==> config.mk <==
export PLATFORM = sky130hd
export DESIGN_NAME = vsc_misr
export DESIGN_NICKNAME = d
export VERILOG_FILES = /design/src/rtl/vsc_pkg.sv /design/src/rtl/vsc_misr.sv
export SDC_FILE = /design/constraint.sdc
export NUM_CORES = 1
export LEC_CHECK = 0
export CORE_MARGIN = 1.5
export CORE_UTILIZATION = 42
export DETAILED_ROUTE_END_ITERATION = 8
export GPL_ROUTABILITY_DRIVEN = 0
export HOLD_SLACK_MARGIN = 0.02
export PLACE_DENSITY_LB_ADDON = 0.25
export SYNTH_ARGS = -nofsm -noshare
export SYNTH_HDL_FRONTEND = slang
export SYNTH_SLANG_ARGS = --single-unit
==> constraint.sdc <==
create_clock -name clk -period 2.8 [get_ports clk]
set_input_delay 0.28 -clock clk [delete_from_list [all_inputs] [get_ports clk]]
set_output_delay 0.28 -clock clk [all_outputs]
set_load 0.02 [all_outputs]
==> src/rtl/vsc_pkg.sv <==
// vsc_pkg: shared state encoding, default MISR taps and the MISR step function
package vsc_pkg;
  typedef enum logic [1:0] {IDLE, RUN, CHECK, DONE} vsc_state_e;
  localparam logic [15:0] VSC_POLY = 16'h1021;
  function automatic logic [63:0] misr_step(input logic [63:0] sig, input logic [63:0] data,
                                            input logic [63:0] poly, input int w = 16);
    logic [63:0] m;
    m = (64'd1 << w) - 64'd1;
    return (((sig << 1) ^ (sig[w-1] ? poly : 64'd0)) ^ data) & m;
  endfunction
endpackage

==> src/rtl/vsc_misr.sv <==
// vsc_misr: signature register compacting one data word per enabled cycle
module vsc_misr
  import vsc_pkg::*;
#(
  parameter int W = 16,
  parameter logic [W-1:0] POLY = W'(VSC_POLY)
) (
  input  logic         clk,
  input  logic         rst,
  input  logic         clr,
  input  logic         en,
  input  logic [W-1:0] data,
  output logic [W-1:0] sig
);
  always_ff @(posedge clk)
    if (rst || clr) sig <= '0;
    else if (en) sig <= W'(misr_step(64'(sig), 64'(data), 64'(POLY), W));
endmodule

== After elaboration in Yosys (flattened, before gate mapping) ==
Cells that the tools add are included.

* Bits in registers: 16
* Output and inout bits: 16
* Logic and storage cells: 5

* Mux-type cells: 1
* Bitwise gates (word level): 2
* Reduce and logical (&&, ||, !) cells: 1

{| class="wikitable"
|+ Operators by type and width
! operator !! count
|-
| 16-bit by 13-bit XOR with 16-bit output || 1
|-
| 16-bit XOR || 1
|-
| 13-bit two-way mux || 1
|-
| 1-bit logical OR || 1
|}

== Logic depth before layout (Yosys ltp) ==
Gate-level depths: netlist of run 1.

* Depth in word-level cells: 3
* Depth in mapped cells: 4

== Worst setup path before layout of run 1 ==
OpenSTA, ideal clock, no wires.

* Path kind: register to register
* Start point: register sig[15]
* End point: register sig[12]
* Setup time: 0.114 ns
* Data arrival time: 1.105 ns
* Required time: 2.686 ns
* Slack: 1.580 ns
* Cell stages (with the launch flop): 4
* Buffers on the path: 0
* Clock period less this slack: 1.220 ns
* Path through: dfxtp_1 xor3_1 mux2i_1 nor2_1

* Word-level cells in the longest chain between the ends: 3

{| class="wikitable"
|+ RTL lines
! item !! line !! RTL
|-
| start: declaration || vsc_misr.sv:13 || <nowiki>output logic [W-1:0] sig</nowiki>
|-
| start signal: assignment || vsc_misr.sv:17 || <nowiki>else if (en) sig <= W'(misr_step(64'(sig), 64'(data), 64'(POLY), W));</nowiki>
|-
| 13-bit two-way mux || vsc_pkg.sv:9 || <nowiki>return (((sig << 1) ^ (sig[w-1] ? poly : 64'd0)) ^ data) & m;</nowiki>
|-
| 16-bit by 13-bit XOR with 16-bit output || vsc_pkg.sv:9 ||
|-
| 16-bit XOR || vsc_pkg.sv:9 ||
|}

Every way passes these cells.
A chain may end at the register's enable or synchronous reset.

== Final worst setup path of run 1 ==
* Start point: register sig[15]
* End point: output sig[15]

No word-level cell between the ends.

==> results of run 1 <==
-- where the power goes --
group | total (mW) | switching (mW) | internal, mW
Combinational | 0.119 | 0.0494 | 0.0695
Sequential | 0.248 | 0.00976 | 0.238
Clock | 0.147 | 0.0679 | 0.0789
Total | 0.514 | 0.127 | 0.387
-- routing by layer --
| layer | global-route usage (%) | part of all wire [%] | wire (microns) |
|---|---|---|---|
| met1 | 20.9 | 45 | 641 |
| met2 | 23.9 | 48 | 697 |
| met3 | 3.57 | 6.1 | 88 |
| met4 | 5.29 | 0.83 | 12 |
| met5 | 0 | 0 | 0 |
-- final timing paths --
| path | startpoint | endpoint | slack, ps | cells after the start |
|---|---|---|---|---|
| setup / recovery | sig[15] | sig[15] | 1180 | 1 |
| hold / removal | sig[13] | sig[13] | 520 | 2 |
| setup reg to reg | sig[15] | sig[12] | 1610 | 3 |
| hold reg to reg | sig[13] | sig[13] | 520 | 2 |
-- kinds of logic (layout without fill, tap and decap cells) --
group	Yosys count	after routing
xor+xnor	16	16
mux	2	2
buf+inv	5	40
simple gates	17	17
compound gates	14	14
flops	16	16
-- layout make-up --
class	count	area share [%]
multi-input cells	49	35.0
clock buffers	4	3.16
well taps	25	2.73
repair buffers	36	31.2
flip-flops and latches	16	27.9
-- stage by stage --
stage	utilization (%)	hold WS [ps]	setup slack, ps
after floorplan	-	483	1580
after global placement	65.1	500	1260
final	67.2	517	1180
after global routing	67.2	557	1110
after detailed placement	65.1	510	1240
after CTS	67.2	523	1160
-- placed cells by master, fill, tap and decap left out --
cell	count
clkbuf_4	3
xnor2_1	14
mux2i_1	2
dfxtp_1	16
a211oi_2	8
a211oi_1	6
xor3_1	2
or2_1	1
buf_4	1
clkdlybuf4s50_1	35
clkbuf_8	1
nor2_1	16
==> reports/results.ini, run 1 <==
[outcome]
outcome=finished, final reports clean

[pwr]
p_leak_nw=0.395
total_power_mw=0.514
irDropWorstVdd_v=0.000249
powerDensity_nw_per_um2=448

[layout]
final_cell_count_no_fill=130
area_growth_pct=51.8
largest_register_ffs=16
final_nets=126
reg_top3=sig: 16 flops
multi_input_area_sq_um=402
antennaDiodeCount=0
seqCellArea_sq_um=320
fillers=143
final_area_sq_um=1150
largest_register=sig
layout-drive-gt1-share_pct=12.4

[synthesis]
synth_warnings=0
synthAdderAreaFrac_pct=0
synth-main-ff-cell=dfxtp_1
synth_fp_nets=90
synth_async_sr_flop_share_pct=0
synth.top_cell.area_share_pct=42.4
synth_mux_area_share_pct=2.65
synthCells=70
synthXorXnorAreaFrac_pct=22.5
synth_area_leaders=dfxtp_1, xnor2_1, a211oi_2, nor2_1, xor3_1
avgSynthCellArea_sq_um=10.8
yosysTopAreaCell=dfxtp_1
ys_seq_area_share_pct=42.4
synth_top_family_by_area=XOR/XNOR gates
ys_top_cells_by_count=dfxtp_1, nor2_1, xnor2_1
synth_simple_gate_area_share_pct=8.77
synth-seq-cells=16
synth_area_sq_um=756
synth-edff-count=0
synth_cell_types=11
synth-compound-area-share_pct=19.2

[global_route]
grt_overflow=0
antenna_found_initial=0
grt_max_degree=31
track_usage_pct=15.4
grt_pass1_wl_microns=2310
grt_pass1_vias=542

[setup_path]
path_buf_inv=1
path_cells=clkdlybuf4s50_1
path_max_fanout=5
worstPathArrival_ps=1340
worstPathRequired_ps=2520
crit_family=buffers and inverters
cp-start-kind=flop
critPathMaxStageDelay_ps=640
crit_path_end_kind=output pin
critical_path_class=reg2out
cp_slowest_cell=clkdlybuf4s50_1

[floorplanning]
dieArea_sq_um=2060
core_area_sq_um=1710
die_y_microns=45.4
start_util_pct=44.2
std_cell_rows=15
ios=36
die_x_microns=45.4

[drt]
drt_first_pass_iters=4
drt_iter0_markers=8
final_antenna_net_count=0
routedWlPerCell_microns=11.1
routed_via_density=4.58
drcViolationCount=0
wl_microns=1440
num_vias=596

[clocking]
clkLatencyLatePin_ps=270
post_cts_buffers=0
cts.sinks=16
cts_buffers=3
path_clk_slew_ps=90
h-tree-depth=1
cts_tree=done
ctsResizeCount=0
cts_buffer_depth=2
root_buffer=clkbuf_4
cts_hold_buf=0

[timing]
relSlewSlack_pct=54.0
fin_skew_ps=1.01
fin_setup_tns_ps=0
rsz0062_at_grt=false
worstMarginPinSlew_ps=689
slew_violations=0
fmax_ghz=0.617
fin_crit_sh_pct=57.9
hold_viol_final=0
period_minus_slack_ps=1620
setup_viol=0

[placed_design]
numPortBuffers=35
dp.cells=126
dpl_cell_area_sq_um=1110
place_hpwl_microns=1040

[run]
drv_cap=0

[worst_hold_path]
hold_path_class=reg2reg

(Power assumes the default switching activity.)
==> inputs of run 2 (changes only) <==
Settings changed: CORE_UTILIZATION 42 to 35.
Clock period 2.8 ns to 1.4 ns, I/O delays scaled along.
==> run 2 against run 1 <==
Effect of this change: cell count is 2.3% higher; non-clock buffer count is 1 higher; sequential share of layout area down 0.061 points; die area is 19% higher; total power is 100% higher; clock skew increased by 2.9 ps; clock-buffer cell count unchanged.
==> reports/results.ini, run 2 (same netlist as run 1, synthesis figures left out) <==
[outcome]
outcome=finished, final reports clean

[clocking]
cts_hold_buf=0  ; unchanged
cts_buffers=3  ; unchanged
clkLatencyLatePin_ps=280  ; about the same
cts.sinks=16  ; unchanged
path_clk_slew_ps=90  ; about the same
cts_tree=done
cts_buffer_depth=2  ; unchanged
h-tree-depth=1  ; unchanged
root_buffer=clkbuf_4

[setup_path]
reg2reg_depth=3  ; unchanged
reg2reg_from=sig[15]
cp_slowest_cell=dfxtp_1
path_cells=dlygate4sd2_1
worstSetupPathDepth=1  ; unchanged
crit_family=flip-flops
path_max_fanout=5  ; unchanged
critical_path_class=reg2out
path_buf_inv=1  ; unchanged
crit_path_end_kind=output pin
cp-start-kind=flop
critPathMaxStageDelay_ps=440  ; -200 ps
r2r-end=sig[5]
worstPathArrival_ps=1090  ; -250 ps
worstPathRequired_ps=1260  ; -1260 ps
reg2reg_setup_slack_ps=210  ; -1400 ps

[floorplanning]
ios=36  ; unchanged
dieArea_sq_um=2450  ; +19%
std_cell_rows=16  ; +1
die_x_microns=49.5  ; +8.9%
core_area_sq_um=2000  ; +17%
start_util_pct=37.8  ; -6.5 points
die_y_microns=49.5  ; +8.9%

[drt]
routed_via_density=4.53  ; -1.1%
routedWlPerCell_microns=11.2  ; +0.94%
drt_iter0_markers=7  ; -1
drcViolationCount=0  ; unchanged
num_vias=603  ; +1.2%
drt_first_pass_iters=4  ; unchanged
wl_microns=1490  ; +3.3%
final_antenna_net_count=0  ; unchanged

[layout]
final_cell_mix=clkdlybuf4s50_1, nor2_1, dlygate4sd2_1, dfxtp_1, xnor2_1
largest_register=sig
antennaDiodeCount=0  ; unchanged
area_growth_pct=52.2
final_nets=127  ; +0.79%
layout_commonest_cell=clkdlybuf4s50_1
fin_util_pct=57.4  ; -9.7 points
largest_register_ffs=16  ; unchanged
layout-drive-gt1-share_pct=13.2  ; +0.83 points
reg_top3=sig: 16 flops

[global_route]
grt_overflow=0  ; unchanged
antenna_found_initial=0  ; unchanged
grt_pass1_vias=619  ; +14%
grt_max_degree=31  ; unchanged
track_usage_pct=14.0  ; -1.4 points
grt_pass1_wl_microns=2640  ; +14%

[worst_hold_path]
hp-start=data[0]
hold_path_class=in2reg
hold_end=sig[0]
hold_depth=3  ; +1

[placed_design]
place_hpwl_microns=1020  ; -2.0%
numPortBuffers=35  ; unchanged

[pwr]
powerDensity_nw_per_um2=894  ; +100%
total_power_mw=1.03  ; +100%
irDropWorstVdd_v=0.000824  ; +230%
p_leak_nw=0.470  ; +19%

[run]
drv_cap=0  ; unchanged

[timing]
fin_crit_sh_pct=88.1
fmax_ghz=0.810
slew_violations=0  ; unchanged
fin_setup_tns_ps=0  ; unchanged
hold_viol_final=0  ; unchanged
setup_viol=0  ; unchanged
rsz0062_at_grt=false
relSlewSlack_pct=85.5  ; +31 points
period_minus_slack_ps=1230
worstMarginPinSlew_ps=218  ; -471 ps
fin_skew_ps=3.96  ; +2.95 ps

run 2: cell types whose count changed in the layout (fill, tap and decap cells not counted), sizes merged:
cell and delta:
buf +1, clkdlybuf4s50 -16, dlygate4sd2 +16
run 2: worst max path at each step:
| stage | from | endpoint | slack [ps] |
|---|---|---|---|
| floorplan | sig[15] | sig[12] | 180 |
| global placement | en | sig[12] | 190 |
| detailed placement | clr | sig[14] | 160 |
| CTS | sig[15] | sig[15] | 140 |
| global route | sig[15] | sig[5] | 80 |
| finish | sig[15] | sig[15] | 170 |
run 2: stage by stage:
step	area [sq um]	setup WS, ps	cells	hold slack [ps]
6_report	1150	166	133	505
5_1_grt	1150	83.7	133	520
4_1_cts	1150	144	133	499
3_5_place_dp	1130	157	129	504
3_3_place_gp	1130	190	129	502
2_1_floorplan	756	180	70	343
run 2: layout make-up:
class / instances / area [sq um]
tap: 27 / 33.8
multi-input combinational: 49 / 402
sequential: 16 / 320
fill: 192 / 852
timing repair buffer: 37 / 358
clock buffer: 4 / 36.3
run 2: worst register-to-register path, delay by kind of cell (launching register included):
kind / cells / cell delay, ps
xor+xnor: 1 / 450
flops: 1 / 440
mux: 1 / 140
simple gates: 1 / 50
run 2: report_power, final:
| group | leakage (nW) | internal, mW | switching (mW) |
|---|---|---|---|
| combinational | 0.318 | 0.130 | 0.100 |
| clock | 0.0210 | 0.158 | 0.144 |
| sequential | 0.131 | 0.476 | 0.0189 |
| total | 0.470 | 0.765 | 0.264 |
run 2: timing repair:
action	4_1_cts	5_1_grt
resized for setup	16	0
setup buffers	0	0
endpoints found under the setup margin	16	0
hold endpoints to repair	0	0
run 2: metal layers:
layer	GRT usage (%)	wire length [microns]	up-vias
li1	-	-	312
met1	15.5	621	267
met2	24.5	729	22
met3	4.85	113	2
met4	5.56	22	0
met5	0	0	-
==> inputs of run 3 (changes only) <==
Settings changed: CORE_MARGIN 1.5 to not set, CORE_UTILIZATION 35 to 30, PLACE_DENSITY set to 0.62, PLACE_DENSITY_LB_ADDON 0.25 to not set.
==> run 3 against run 2 <==
Effect of this change: clock-buffer cell count stayed put; die area is 11% higher; hold slack worse by 8.3 ps; core utilization is 6.8 points lower; worst setup slack better by 12 ps; via count is 1.2% lower; wire length is 3.6% higher; largest power group unchanged.
==> reports/results.ini, run 3 (same netlist as run 1, synthesis figures left out) <==
[timing]
rsz0062_at_grt=false
worstMarginPinSlew_ps=212  ; -6.68 ps
fin_crit_sh_pct=87.3  ; -0.83 points
hold_viol_final=0  ; unchanged
worst_slack_ps=178  ; +11.6 ps
fin_setup_tns_ps=0  ; unchanged
setup_viol=0  ; unchanged
relSlewSlack_pct=85.8  ; +0.36 points
fmax_ghz=0.818  ; +0.95%
slew_violations=0  ; unchanged
fin_skew_ps=1.49  ; -2.46 ps
period_minus_slack_ps=1220  ; -11.6 ps

[setup_path]
crit_path_end_kind=output pin
critPathMaxStageDelay_ps=430  ; about the same
worstPathRequired_ps=1260  ; about the same
cp_slowest_cell=dfxtp_1
crit_family=flip-flops
path_buf_inv=1  ; unchanged
cp-start-kind=flop
path_max_fanout=5  ; unchanged
critical_path_class=reg2out
path_cells=dlygate4sd2_1
worstPathArrival_ps=1080  ; about the same

[layout]
layout-drive-gt1-share_pct=13.2  ; unchanged
layout_commonest_cell=clkdlybuf4s50_1
antennaDiodeCount=0  ; unchanged
final_nets=127  ; unchanged
area_growth_pct=54.0
multi_input_area_sq_um=402  ; unchanged
largest_register_ffs=16  ; unchanged
largest_register=sig
fillers=226  ; +18%
seqCellArea_sq_um=320  ; unchanged
reg_top3=sig: 16 flops
final_cell_mix=clkdlybuf4s50_1, nor2_1, dlygate4sd2_1, dfxtp_1, xnor2_1

[clocking]
cts_buffers=3  ; unchanged
cts.sinks=16  ; unchanged
h-tree-depth=1  ; unchanged
cts_buffer_depth=2  ; unchanged
clkLatencyLatePin_ps=280  ; about the same
root_buffer=clkbuf_4
post_cts_buffers=0  ; unchanged
cts_tree=done
path_clk_slew_ps=100  ; about the same

[floorplanning]
start_util_pct=32.9  ; -4.9 points
dieArea_sq_um=2720  ; +11%
std_cell_rows=17  ; +1
core_area_sq_um=2300  ; +15%
ios=36  ; unchanged
die_y_microns=52.2  ; +5.5%
die_x_microns=52.2  ; +5.5%

[global_route]
grt_pass1_vias=548  ; -11%
grt_overflow=0  ; unchanged
track_usage_pct=12.2  ; -1.8 points
antenna_found_initial=0  ; unchanged
grt_max_degree=31  ; unchanged
grt_pass1_wl_microns=2390  ; -9.7%

[outcome]
outcome=finished, final reports clean

[worst_hold_path]
hold_path_class=in2reg

[pwr]
p_leak_nw=0.476  ; +1.2%
powerDensity_nw_per_um2=896  ; +0.16%
total_power_mw=1.04  ; +1.4%
irDropWorstVdd_v=0.000368  ; -55%

[drt]
routedWlPerCell_microns=11.5  ; +2.8%
drcViolationCount=0  ; unchanged
drt_first_pass_iters=2  ; -2
drt_iter0_markers=1  ; -6
routed_via_density=4.45  ; -1.9%
final_antenna_net_count=0  ; unchanged
num_vias=596  ; -1.2%
wl_microns=1540  ; +3.6%

[run]
drv_cap=0  ; unchanged

[placed_design]
numPortBuffers=35  ; unchanged
pre_cts_ws_ps=140  ; -16.5 ps
place_hpwl_microns=1100  ; +7.3%

run 3: per-layer routing:
layer	vias up	routed length [microns]	global-route usage, %
met1	264	695	14.8
met3	2	98	3.48
met5	-	0	0
met2	19	725	19.9
met4	0	19	5.26
li1	311	-	-
run 3: power by group:
group	internal, mW	total [mW]	leakage, nW	switching [mW]
Combinational	0.134	0.234	0.324	0.100
Sequential	0.476	0.496	0.131	0.0195
Clock	0.158	0.312	0.0210	0.154
run 3: final timing paths:
check	from	endpoint	slack, ps	cells past startpoint
hold reg to reg	sig[14]	sig[14]	510	2
setup / recovery	sig[15]	sig[15]	180	1
hold / removal	data[13]	sig[13]	500	3
setup reg to reg	sig[15]	sig[12]	250	3
run 3: timing repair:
action,CTS,global route
endpoints found under the setup margin,16,0
hold buffers,0,0
resized for setup,16,0
endpoints found under the hold margin,0,0
run 3: worst min-delay path, stage by stage:
cell             delay (ps)
clkdlybuf4s50_1         410
xnor2_1                 130
a211oi_1                 60
run 3: per-stage QoR:
stage / utilization, % / instance area [sq um] / instances / hold slack, ps
2_1_floorplan: - / 756 / 70 / 343
3_3_place_gp: 49.9 / 1150 / 130 / 502
3_5_place_dp: 49.9 / 1150 / 130 / 506
4_1_cts: 50.7 / 1160 / 134 / 491
5_1_grt: 50.7 / 1160 / 134 / 506
6_report: 50.7 / 1160 / 134 / 497
run 3: area by class of cell:
cell class,count,area share (%)
repair buffers,37,31.8
clock buffers,4,3.12
flip-flops and latches,16,27.5
multi-input cells,49,34.5
well taps,28,3.01
